==> config.mk <==
export PLATFORM = sky130hd
export DESIGN_NAME = fp_div_sqrt_iter_flat
export DESIGN_NICKNAME = d
export VERILOG_FILES = /design/src/rtl/fp_div_sqrt_iter_if.sv /design/src/rtl/fp_div_sqrt_iter.sv /design/src/flat_wrapper.sv
export SDC_FILE = /design/constraint.sdc
export NUM_CORES = 1
export LEC_CHECK = 0
export CAP_MARGIN = 20
export CORE_ASPECT_RATIO = 1.5
export CORE_MARGIN = 4
export CORE_UTILIZATION = 45
export DETAILED_ROUTE_END_ITERATION = 12
export DONT_BUFFER_PORTS = 1
export PLACE_DENSITY = 0.7
export REMOVE_ABC_BUFFERS = 1
export SLEW_MARGIN = 10
export SYNTH_ARGS = -nofsm -noshare
export SYNTH_HDL_FRONTEND = slang
export SYNTH_SLANG_ARGS = --single-unit
==> constraint.sdc <==
create_clock -name clock -period 4 [get_ports clock]
set_input_delay 0.6 -clock clock [delete_from_list [all_inputs] [get_ports clock]]
set_output_delay 0.6 -clock clock [all_outputs]
set_load 0.01 [all_outputs]
==> src/rtl/fp_div_sqrt_iter_if.sv <==
// Handshake bundle between the fp execution stage (master) and the
// iterative divide / square-root unit (slave).
interface fp_div_sqrt_iter_if #(
   parameter int QW = 26
);
   logic          enable;
   logic          op_sqrt;
   logic [23:0]   a_mant;
   logic [23:0]   b_mant;
   logic          sqrt_shift;
   logic          busy;
   logic          ready;
   logic [QW-1:0] q;
   logic          sticky;

   modport master (
      output enable, op_sqrt, a_mant, b_mant, sqrt_shift,
      input  busy, ready, q, sticky
   );

   modport slave (
      input  enable, op_sqrt, a_mant, b_mant, sqrt_shift,
      output busy, ready, q, sticky
   );
endinterface

==> src/rtl/fp_div_sqrt_iter.sv <==
// Radix-2 restoring mantissa divider / square root, one result bit per cycle.
// Divide : q = floor(A*2^25 / B), sticky = remainder != 0.
// Sqrt   : q = floor(sqrt(X*2^27)), X = A << sqrt_shift, sticky = X*2^27 - q^2 != 0.
// Exponents, special cases, normalization and rounding belong to the caller.
module fp_div_sqrt_iter #(
   parameter int QW = 26
) (
   input  logic              clock,
   input  logic              reset,
   input  logic              clear,
   fp_div_sqrt_iter_if.slave bus
);

   // Partial remainder width: sqrt needs two bits above the root, divide fits easily.
   localparam int RW = QW + 2;
   // Radicand shift register holds X*2^27, consumed two bits per step.
   localparam int XW = 2 * QW;
   localparam int CW = 5;

   typedef enum logic [1:0] {
      IDLE = 2'd0,
      ITER = 2'd1,
      DONE = 2'd2
   } state_t;

   state_t          state_r;
   logic            op_r;
   logic [23:0]     b_r;
   logic [XW-1:0]   rad_r;
   logic [RW-1:0]   rem_r;
   logic [QW-1:0]   qacc_r;
   logic [CW-1:0]   cnt_r;
   logic            busy_r;
   logic            ready_r;
   logic [QW-1:0]   q_r;
   logic            sticky_r;

   logic [24:0]     x_s;
   logic [XW-1:0]   rad_ld_s;
   logic [RW-1:0]   rem_ld_s;
   logic [RW-1:0]   cmp_s;
   logic [RW-1:0]   trial_s;
   logic [RW-1:0]   diff_s;
   logic            ge_s;
   logic [RW-1:0]   rem_nxt_s;
   logic [QW-1:0]   qacc_nxt_s;

   assign bus.busy   = busy_r;
   assign bus.ready  = ready_r;
   assign bus.q      = q_r;
   assign bus.sticky = sticky_r;

   // Operand preload: sqrt starts from an empty remainder, divide from the dividend.
   always_comb begin
      x_s      = {25{1'b0}};
      rad_ld_s = {XW{1'b0}};
      rem_ld_s = {RW{1'b0}};
      if (bus.op_sqrt) begin
         x_s      = bus.sqrt_shift ? {bus.a_mant, 1'b0} : {1'b0, bus.a_mant};
         rad_ld_s = {x_s, {(XW-25){1'b0}}};
         rem_ld_s = {RW{1'b0}};
      end else begin
         x_s      = {25{1'b0}};
         rad_ld_s = {XW{1'b0}};
         rem_ld_s = {{(RW-24){1'b0}}, bus.a_mant};
      end
   end

   // One restoring step: trial subtract, keep difference when it does not go negative.
   always_comb begin
      cmp_s   = {RW{1'b0}};
      trial_s = {RW{1'b0}};
      if (op_r) begin
         cmp_s   = {rem_r[RW-3:0], rad_r[XW-1 -: 2]};
         trial_s = {qacc_r, 2'b01};
      end else begin
         cmp_s   = rem_r;
         trial_s = {{(RW-24){1'b0}}, b_r};
      end
      ge_s   = (cmp_s >= trial_s);
      diff_s = cmp_s - trial_s;
      if (op_r) begin
         rem_nxt_s = ge_s ? diff_s : cmp_s;
      end else begin
         // Divide shifts after the step; the final doubled remainder is only tested for zero.
         rem_nxt_s = ge_s ? {diff_s[RW-2:0], 1'b0} : {cmp_s[RW-2:0], 1'b0};
      end
      qacc_nxt_s = {qacc_r[QW-2:0], ge_s};
   end

   // Control FSM with registered handshake outputs and result capture.
   always_ff @(posedge clock) begin
      if (!reset) begin
         state_r  <= IDLE;
         op_r     <= 1'b0;
         b_r      <= 24'd0;
         rad_r    <= {XW{1'b0}};
         rem_r    <= {RW{1'b0}};
         qacc_r   <= {QW{1'b0}};
         cnt_r    <= {CW{1'b0}};
         busy_r   <= 1'b0;
         ready_r  <= 1'b0;
         q_r      <= {QW{1'b0}};
         sticky_r <= 1'b0;
      end else if (clear) begin
         state_r <= IDLE;
         busy_r  <= 1'b0;
         ready_r <= 1'b0;
      end else begin
         case (state_r)
            IDLE, DONE: begin
               ready_r <= 1'b0;
               if (bus.enable) begin
                  state_r <= ITER;
                  busy_r  <= 1'b1;
                  op_r    <= bus.op_sqrt;
                  b_r     <= bus.b_mant;
                  rad_r   <= rad_ld_s;
                  rem_r   <= rem_ld_s;
                  qacc_r  <= {QW{1'b0}};
                  cnt_r   <= {CW{1'b0}};
               end else begin
                  state_r <= IDLE;
                  busy_r  <= 1'b0;
               end
            end
            ITER: begin
               if (cnt_r == CW'(QW)) begin
                  state_r  <= DONE;
                  busy_r   <= 1'b0;
                  ready_r  <= 1'b1;
                  q_r      <= qacc_r;
                  sticky_r <= |rem_r;
               end else begin
                  state_r <= ITER;
                  busy_r  <= 1'b1;
                  ready_r <= 1'b0;
                  rem_r   <= rem_nxt_s;
                  qacc_r  <= qacc_nxt_s;
                  rad_r   <= {rad_r[XW-3:0], 2'b00};
                  cnt_r   <= cnt_r + 5'd1;
               end
            end
            default: begin
               state_r <= IDLE;
               busy_r  <= 1'b0;
               ready_r <= 1'b0;
            end
         endcase
      end
   end

endmodule

==> src/flat_wrapper.sv <==
// flat-port wrapper written by rule: the top's interface ports become plain ports
module fp_div_sqrt_iter_flat 
#(
   parameter int QW = 26
)
  (clock, reset, clear, bus_enable, bus_op_sqrt, bus_a_mant, bus_b_mant, bus_sqrt_shift, bus_busy, bus_ready, bus_q, bus_sticky);
  fp_div_sqrt_iter_if #(.QW(QW)) bus_i ();
  input  logic clock;
  input  logic reset;
  input  logic clear;
  input wire logic [$bits(bus_i.enable)-1:0] bus_enable;
  input wire logic [$bits(bus_i.op_sqrt)-1:0] bus_op_sqrt;
  input wire logic [$bits(bus_i.a_mant)-1:0] bus_a_mant;
  input wire logic [$bits(bus_i.b_mant)-1:0] bus_b_mant;
  input wire logic [$bits(bus_i.sqrt_shift)-1:0] bus_sqrt_shift;
  output wire logic [$bits(bus_i.busy)-1:0] bus_busy;
  output wire logic [$bits(bus_i.ready)-1:0] bus_ready;
  output wire logic [$bits(bus_i.q)-1:0] bus_q;
  output wire logic [$bits(bus_i.sticky)-1:0] bus_sticky;
  assign bus_i.enable = bus_enable;
  assign bus_i.op_sqrt = bus_op_sqrt;
  assign bus_i.a_mant = bus_a_mant;
  assign bus_i.b_mant = bus_b_mant;
  assign bus_i.sqrt_shift = bus_sqrt_shift;
  assign bus_busy = bus_i.busy;
  assign bus_ready = bus_i.ready;
  assign bus_q = bus_i.q;
  assign bus_sticky = bus_i.sticky;
  fp_div_sqrt_iter #(.QW(QW)) u_core (.clock(clock), .reset(reset), .clear(clear), .bus(bus_i));
endmodule
== Word level (Yosys, flattened, before mapping) ==
Index checks and enable logic that the tools add are counted.
Storage, ports and cells
  word-level logic and storage cells: 58
  input bits: 54
  flip-flop bits (word level): 167
  output and inout bits: 29
Cells by class
  $lt $le $gt $ge: 1
  equality and inequality tests: 5
  bitwise gates (word level): 3
  reductions and logical operators: 9
  $add $sub $neg: 2
  mux-type cells: 27
Operators with widths (count)
  28-bit 2-to-1 mux: 7
  52-bit 2-to-1 mux: 3
  52-bit case mux with 2 select lines: 1
  28-bit case mux with 2 select lines: 1
  26-bit 2-to-1 mux: 2
  26-bit case mux with 2 select lines: 1
  28-bit greater-or-equal comparator: 1
  28-bit OR reduction: 1
  28-bit subtractor: 1
  25-bit 2-to-1 mux: 1
  24-bit 2-to-1 mux: 1
  5-bit 2-to-1 mux: 2
  5-bit case mux with 2 select lines: 1
  3-bit AND reduction: 2
  5-bit by 1-bit adder with 5-bit output (second input constant): 1
  5-bit equality test (second input constant): 1
  1-bit 2-to-1 mux: 4
  2-bit != test (second input constant): 2
  2-bit case mux with 2 select lines: 1
  4-bit AND reduction: 1
  2-bit OR reduction: 2
  1-bit NOT: 3
  3-bit OR reduction: 1
  2-bit by 1-bit equality test with 1-bit output (second input constant): 1
  other kinds (5): 5

== Logic depth before layout (Yosys ltp) ==
Gate-level depths: netlist of run 1.
  word-level depth: 6
  depth in mapped cells: 20
  depth with buffers taken out: 13

== Worst setup path before layout of run 1 ==
Ideal clock, no wire load.
  path kind: register to register
  start: register u_core.op_r
  end: register u_core.rem_r[12]
  data arrival time: 4.099 ns
  slack: -0.169 ns
  data required time: 3.930 ns
  period minus slack after synthesis: 4.169 ns
  setup time: 0.070 ns
  path buffers: 7
  stages on the path, launching flop included: 21
  cells stage by stage: dfxtp_1 -> clkbuf_1 -> buf_1 -> clkbuf_1 -> buf_1 -> or2_2 -> ha_1 -> inv_1 -> fa_1 -> a21o_1 -> a221oi_1 -> o21ba_2 -> a2111oi_4 -> nor2_1 -> buf_6 -> buf_2 -> buf_2 -> nand2_1 -> o31ai_1 -> nand2_1 -> a21oi_1
On the way
  cells in the longest elaborated chain, start to end: 6
  elaborated cells on any way between the ends: 9
  classes of those cells: add/sub (1); order compare (1); mux (7)
RTL lines
  start: declaration: RTL line fp_div_sqrt_iter.sv:27  | logic op_r;
  start signal: assignment: RTL line fp_div_sqrt_iter.sv:116  | op_r <= bus.op_sqrt;
  28-bit 2-to-1 mux: RTL line fp_div_sqrt_iter.sv:73  | if (op_r) begin
  28-bit subtractor or 28-bit greater-or-equal comparator (tied branches): RTL line fp_div_sqrt_iter.sv:81, fp_div_sqrt_iter.sv:80
  28-bit 2-to-1 mux (on tied branches): RTL line fp_div_sqrt_iter.sv:86, fp_div_sqrt_iter.sv:83
  28-bit 2-to-1 mux (*): RTL line fp_div_sqrt_iter.sv:82  | if (op_r) begin
  28-bit 2-to-1 mux (*): RTL line fp_div_sqrt_iter.sv:128  | if (cnt_r == CW'(QW)) begin
  28-bit case mux with 2 select lines (*): RTL line fp_div_sqrt_iter.sv:110  | case (state_r)
  end signal: assignment: RTL line fp_div_sqrt_iter.sv:98  | rem_r <= {RW{1'b0}};
  end signal: assignment: RTL line fp_div_sqrt_iter.sv:119  | rem_r <= rem_ld_s;
  end signal: assignment: RTL line fp_div_sqrt_iter.sv:138  | rem_r <= rem_nxt_s;
  end: declaration: RTL line fp_div_sqrt_iter.sv:30  | logic [RW-1:0] rem_r;
Mark *: on every way between the ends. The rest lies on a longest branch, timed or not. The select of a mux whose other input is x is not followed.
A chain may end at the register's enable or synchronous reset.

== Worst setup path after layout of run 1 ==
  start: register u_core.op_r
  end: register u_core.rem_r[25]
The elaborated chain is that of the path after synthesis.

==> run_results.csv, run 1 <==
group,metric,value,unit
place,hpwl,16000,um
drt,drt-total-wl,22300,um
power,switching_share,31.8,%
floorplanning,io-pin-count,83,
global_routing,antenna_found_initial,0,
floorplanning,die_w,119,um
clock_network,cts_buffers,17,
logic_synthesis,yosysSeqAreaShare,33.4,%
sta,max_freq,271,MHz
place,pre_cts_ws,306,ps
cells_and_area,fin_area,9170,sq um
global_routing,use_met1,25.9,%
sta,min_period,3690,ps
power,switchingPower,1350,uW
sta,relSlewSlack,34.7,%
clock_network,clock-root-buffer,"clkbuf_16",
sta,fin_ws,313,ps
sta,drv_slew,0,
flow_run,drv_cap,0,
power,vdd_drop_max,0.336,mV
setup_path,cp.required,4290,ps
global_routing,grt_pass1_wl,37100,um
place,place_area,8560,sq um
logic_synthesis,synth_top_area_cell,"dfxtp_1",
cells_and_area,antenna-diode-count,0,
min_path,worstHoldStart,"bus_b_mant[23]",
logic_synthesis,async_flop_share,0,%
power,p_leak,0.00337,uW
clock_network,post_cts_buffers,0,
clock_network,postCtsHoldBufs,0,
sta,rsz0062_at_grt,"no",
setup_path,r2r_cells,13,
logic_synthesis,synth_area,8330,sq um
clock_network,htreeDepth,4,
sta,worst_slew_pin_slew,977,ps
logic_synthesis,synth_top_flop_cell,"dfxtp_1",
power,p_int,2900,uW
setup_path,arrival,3970,ps
cells_and_area,fin_nets,1070,
drt,via_count,7294,
floorplanning,initial_core_util,46.0,%
power,clockPowerShare,38.3,%
place,dp_cells,1213,
setup_path,timing.rr.start,"u_core.op_r",
setup_path,r2r_end,"u_core.rem_r[25]",
place,gp_congestion,0.915,
drt,wl_per_cell,17.9,um
global_routing,met3_usage,4.18,%
cells_and_area,stdcell_count,1245,
logic_synthesis,ys_ff_latch,139,
global_routing,track_usage,21.5,%
min_path,holdPathEnd,"u_core.b_r[23]",
cells_and_area,layout-drive-gt1-share,12.2,%
setup_path,critPathKind,"register to register",
clock_network,cts.path.max_buffers,2,
cells_and_area,area_delta_synth_final,10.1,%
global_routing,grt_max_degree,103,
global_routing,overflow,0,
global_routing,grt_pass1_vias,7233,
clock_network,cts.sinks,139,
setup_path,reg2reg_slack,310,ps
min_path,hold_depth,2,
power,comb_power_share,27.0,%
drt,drc,0,
sta,hold_viol,0,
clock_network,cts_repair_resize_count,0,
clock_network,clock_latency,420,ps
drt,via_per_inst,5.86,
logic_synthesis,yosys.area.top_type_share,33.4,%
logic_synthesis,synth_edf_count,0,
global_routing,globalRoute.busiestLayer,"met2",
logic_synthesis,ys.warnings.count,0,
power,power.density,464,nW/um^2
setup_path,worst_setup_path_end_kind,"register",
logic_synthesis,synthCells,1018,
power,p_total,4250,uW
setup_path,startpoint_type,"register",
drt,drt_iter0_drc,524,
sta,period_share,92.2,%
clock_network,clk_pin_slew,70,ps
power,seqPwrFrac,34.7,%
logic_synthesis,synth_area_leaders,"dfxtp_1, nand2_1, mux2_2",
floorplanning,rows,60,
setup_path,path_max_fanout,15,
sta,setup_viol,0,
floorplanning,coreArea,18100,sq um
floorplanning,die_h,175,um
logic_synthesis,synth_cell_type_count,70,
logic_synthesis,avgSynthCellArea,8.18,sq um
clock_network,cts_tree,"yes",
drt,ant_nets,0,
sta,tns,0,ps
sta,skew,13.0,ps
min_path,hp-class,"input pin to register",
run_status,status,"completed",
place,port_buffers,0,
global_routing,grt_util_met2,37.5,%
drt,first_pass_iters,6,
floorplanning,die-area,20800,sq um
==> critical path, stage by stage, from the launching register on <==
cell      delay (ps)
dfxtp_2          470
buf_4            200
buf_4            270
mux2i_1          240
ha_1             310
a211oi_1         250
nor2_1            90
o31a_1           230
a311o_1          380
a21o_1           260
a41oi_1          290
xnor2_1          150
a211oi_1         300
o31ai_1          100
==> layout make-up <==
class | instances | area (sq um)
well taps | 248 | 310
inverters | 8 | 30.0
flip-flops and latches | 139 | 2780
clock buffers | 18 | 429
fillers | 1717 | 8920
clock inverters | 13 | 168
multi-input cells | 795 | 5240
repair buffers | 24 | 213
==> kinds of logic (layout without fill, tap and decap cells) <==
family          Yosys count  after routing  share of synthesized area, %
mux                      84             84                          10.8
flops                   139            139                          33.4
fa+ha+maj                31             31                          4.75
compound gates          293            293                          24.5
xor+xnor                 24             24                          2.52
simple gates            363            363                          20.0
buf+inv                  84             63                          3.98
==> placed cells by master (no fill, tap or decap), drive strengths merged, types with 14 or more instances in the layout <==
cell type	netlist	routed
nand2	170	170
dfxtp	139	139
nor2	81	81
a21oi	60	60
a21boi	54	54
mux2	50	50
o21ai	41	41
mux2i	34	34
ha	30	30
a22oi	27	27
nor3b	27	27
a221oi	26	26
buf	14	24
clkbuf	62	18
and3	15	15
nand3	14	14
xor2	14	14
a21o	14	14
==> registers in the layout (all words and copies together), names as in the netlist <==
name and flops:
u_core.rem_r 28, u_core.bus.q 26, u_core.qacc_r 26, u_core.rad_r 25
u_core.b_r 24, u_core.cnt_r 5, u_core.state_r 2, u_core.bus.ready 1
u_core.bus.sticky 1, u_core.op_r 1
==> cells in the mapped netlist (all sizes together) (26+ instances only) <==
library cell / number
a21boi: 54
a21oi: 60
a221oi: 26
a22oi: 27
clkbuf: 62
dfxtp: 139
ha: 30
mux2: 50
mux2i: 34
nand2: 170
nor2: 81
nor3b: 27
o21ai: 41
==> stage by stage <==
step	hold WS [ps]	utilization, %
2_1_floorplan	439	-
3_3_place_gp	450	47.3
3_5_place_dp	455	47.3
4_1_cts	315	50.6
5_1_grt	322	50.7
6_report	314	50.7
==> how the worst max path moves through the flow <==
stage / startpoint / end / slack (ps) / depth (start not counted)
3_3_place_gp: u_core.op_r / u_core.rem_r[22] / 380 / 13
6_report: u_core.op_r / u_core.rem_r[25] / 310 / 13
2_1_floorplan: u_core.op_r / u_core.rem_r[13] / -2640 / 10
4_1_cts: u_core.op_r / u_core.rem_r[25] / 290 / 13
3_5_place_dp: u_core.op_r / u_core.rem_r[22] / 310 / 13
5_1_grt: u_core.op_r / u_core.rem_r[3] / 10 / 14
==> routing by layer <==
layer,part of all wire (%),wire length [um]
met5,0,0
met4,2.9,637
met3,4.8,1070
met2,50,11100
met1,43,9550
==> power by group through the flow <==
| stage | logic, uW | registers (uW) | clock network (uW) |
|---|---|---|---|
| 5_1_grt | 1280 | 1480 | 1700 |
| 3_5_place_dp | 1130 | 1500 | 0 |
| 4_1_cts | 1140 | 1470 | 1640 |
| 3_3_place_gp | 1130 | 1500 | 0 |
| 2_1_floorplan | 841 | 1500 | 0 |
| 6_report | 1150 | 1480 | 1630 |
No activity file was read; power rests on OpenSTA's default activity.
==> inputs of run 2 (changes only) <==
ABC_AREA = 0   (was unset)
CORE_ASPECT_RATIO = 0.9   (was 1.5)
==> run 2 against run 1 <==
  * Combinational power barely moved
  * Die area fell by 0.20%
  * Sequential power barely moved
  * Fmax rose by 0.57%
  * Via count fell by 0.40%
  * Global-route usage fell by 0.083 points
  * Critical path depth fell by 1
  * Largest cell class unchanged
  * Hold slack got worse by 7.9 ps
  * Register-to-register slack improved by 20 ps
  * Sequential share of layout area rose by 0.11 points
  * Utilization rose by 0.41 points
==> run_results.csv, run 2 (synthesized netlist as in run 1, its figures left out) <==
group,metric,value,unit
run_status,status,"completed",
setup_path,arrival,3980,ps
drt,ant_nets,0,
sta,period_share,91.6,%
floorplanning,coreArea,17900,sq um
clock_network,clk_pin_slew,60,ps
setup_path,cp_top_family,"compound AO/OA/AOI/OAI gates",
global_routing,grt_pass1_vias,6994,
sta,drv_slew,0,
sta,relSlewSlack,29.1,%
sta,tns,0,ps
sta,hold_viol,0,
clock_network,htreeDepth,4,
cells_and_area,regMostFlops,"u_core.rem_r",
floorplanning,rows,46,
setup_path,crit_slowest_cell,"a2111oi_0",
floorplanning,die_h,137,um
clock_network,clock_latency,420,ps
sta,worst_slew_pin_slew,1060,ps
min_path,hp-class,"input pin to register",
setup_path,max_stage_delay,590,ps
drt,via_per_inst,5.89,
floorplanning,die-area,20700,sq um
global_routing,grt_max_degree,103,
clock_network,clock-root-buffer,"clkbuf_16",
clock_network,cts_tree,"yes",
sta,skew,8.52,ps
place,hpwl,15500,um
setup_path,worst_setup_path_end_kind,"register",
place,port_buffers,0,
global_routing,grt_pass1_wl,35800,um
cells_and_area,layout-drive-gt1-share,11.8,%
sta,max_freq,273,MHz
cells_and_area,final_cell_mix,"nand2_1, dfxtp_1, nor2_1",
global_routing,track_usage,21.4,%
setup_path,cp.required,4320,ps
clock_network,cts_buffers,17,
sta,rsz0062_at_grt,"no",
drt,drc,0,
cells_and_area,fin_nets,1065,
cells_and_area,final_common_cell,"nand2_1",
drt,wl_per_cell,17.9,um
drt,drt_iter0_drc,512,
setup_path,path_max_fanout,23,
place,gp_congestion,0.926,
setup_path,worstPathCellList,"buf_8 > mux2_2 > ha_1 > o21a_1 > o21ai_0 > a21oi_2 > a311o_1 > a2111oi_0 > a2111oi_2 > a211oi_1 > a311oi_1 > a21o_1",
global_routing,antenna_found_initial,0,
floorplanning,initial_core_util,46.5,%
power,vdd_drop_max,0.379,mV
cells_and_area,multiInputGateArea,5240,sq um
sta,setup_viol,0,
setup_path,startpoint_type,"register",
cells_and_area,ff_latch_area,2790,sq um
clock_network,cts.sinks,139,
cells_and_area,antenna-diode-count,0,
sta,hold_slack,306,ps
floorplanning,io-pin-count,83,
flow_run,drv_cap,0,
cells_and_area,nFillCells,1703,
cells_and_area,largest_register_ffs,28,
sta,min_period,3670,ps
drt,first_pass_iters,5,
power,power.density,467,nW/um^2
drt,via_count,7265,
drt,drt-total-wl,22100,um
setup_path,critPathKind,"register to register",
power,p_leak,0.00336,uW
cells_and_area,area_delta_synth_final,9.84,%
clock_network,cts.path.max_buffers,2,
global_routing,overflow,0,
floorplanning,die_w,151,um
setup_path,crit_buf_inv,1,
run 2: changes by cell type in the layout (fill, tap and decap cells not counted), sizes merged:
cell | before | now
clkbuf | 18 | 20
inv | 10 | 11
buf | 24 | 19
clkinv | 6 | 3
clkinvlp | 2 | 3
run 2: layout make-up:
type,count,share of cell area [%]
Clock buffer,20,5.01
Clock inverter,12,1.75
Inverter,8,0.328
Multi-Input combinational cell,795,57.3
Sequential cell,139,30.5
Tap cell,240,3.28
Timing Repair Buffer,19,1.90
run 2: timing repair:
item / in CTS / in global routing
endpoints found under the setup margin: 0 / 5
setup buffers: 0 / 1
hold buffers: 0 / 0
gates resized for setup: 0 / 0
run 2: per-layer routing:
layer | vias to the layer above | track usage (%) | routed length (um) | part of all wire [%]
met1 | 3451 | 29.4 | 10200 | 46
met3 | 15 | 4.67 | 1130 | 5.1
li1 | 3610 | - | - | -
met4 | 0 | 4.98 | 218 | 0.99
met5 | - | 0 | 0 | 0
met2 | 189 | 34.4 | 10500 | 48
run 2: worst paths after layout:
path,start,to,slack (ps),depth (start not counted)
setup / recovery,u_core.op_r,u_core.rem_r[22],330,12
hold / removal,reset,u_core.bus.ready,310,1
setup reg to reg,u_core.op_r,u_core.rem_r[22],330,12
hold reg to reg,u_core.b_r[7],u_core.b_r[7],460,2
run 2: power breakdown:
group / internal (uW) / switching [uW] / total (uW)
Clock: 1030 / 636 / 1660
Sequential: 1430 / 45.0 / 1480
Combinational: 465 / 670 / 1130
Total: 2920 / 1350 / 4270
run 2: per-stage QoR:
stage,cell area (sq um),utilization (%),total power [uW],instances,setup slack (ps)
4_1_cts,9120,50.9,4290,1231,163
3_3_place_gp,8490,47.4,2620,1198,216
3_5_place_dp,8500,47.5,2620,1199,179
6_report,9150,51.1,4270,1233,335
2_1_floorplan,8030,-,2340,942,-2640
5_1_grt,9150,51.1,4480,1233,53.1
run 2: worst register-to-register path, cell delays in order (launching register included):
cell and delay [ps]:
dfxtp_4 550, buf_8 230, mux2_2 380, ha_1 340, o21a_1 130, o21ai_0 180, a21oi_2 100, a311o_1 460
a2111oi_0 590, a2111oi_2 100, a211oi_1 250, a311oi_1 80, a21o_1 180
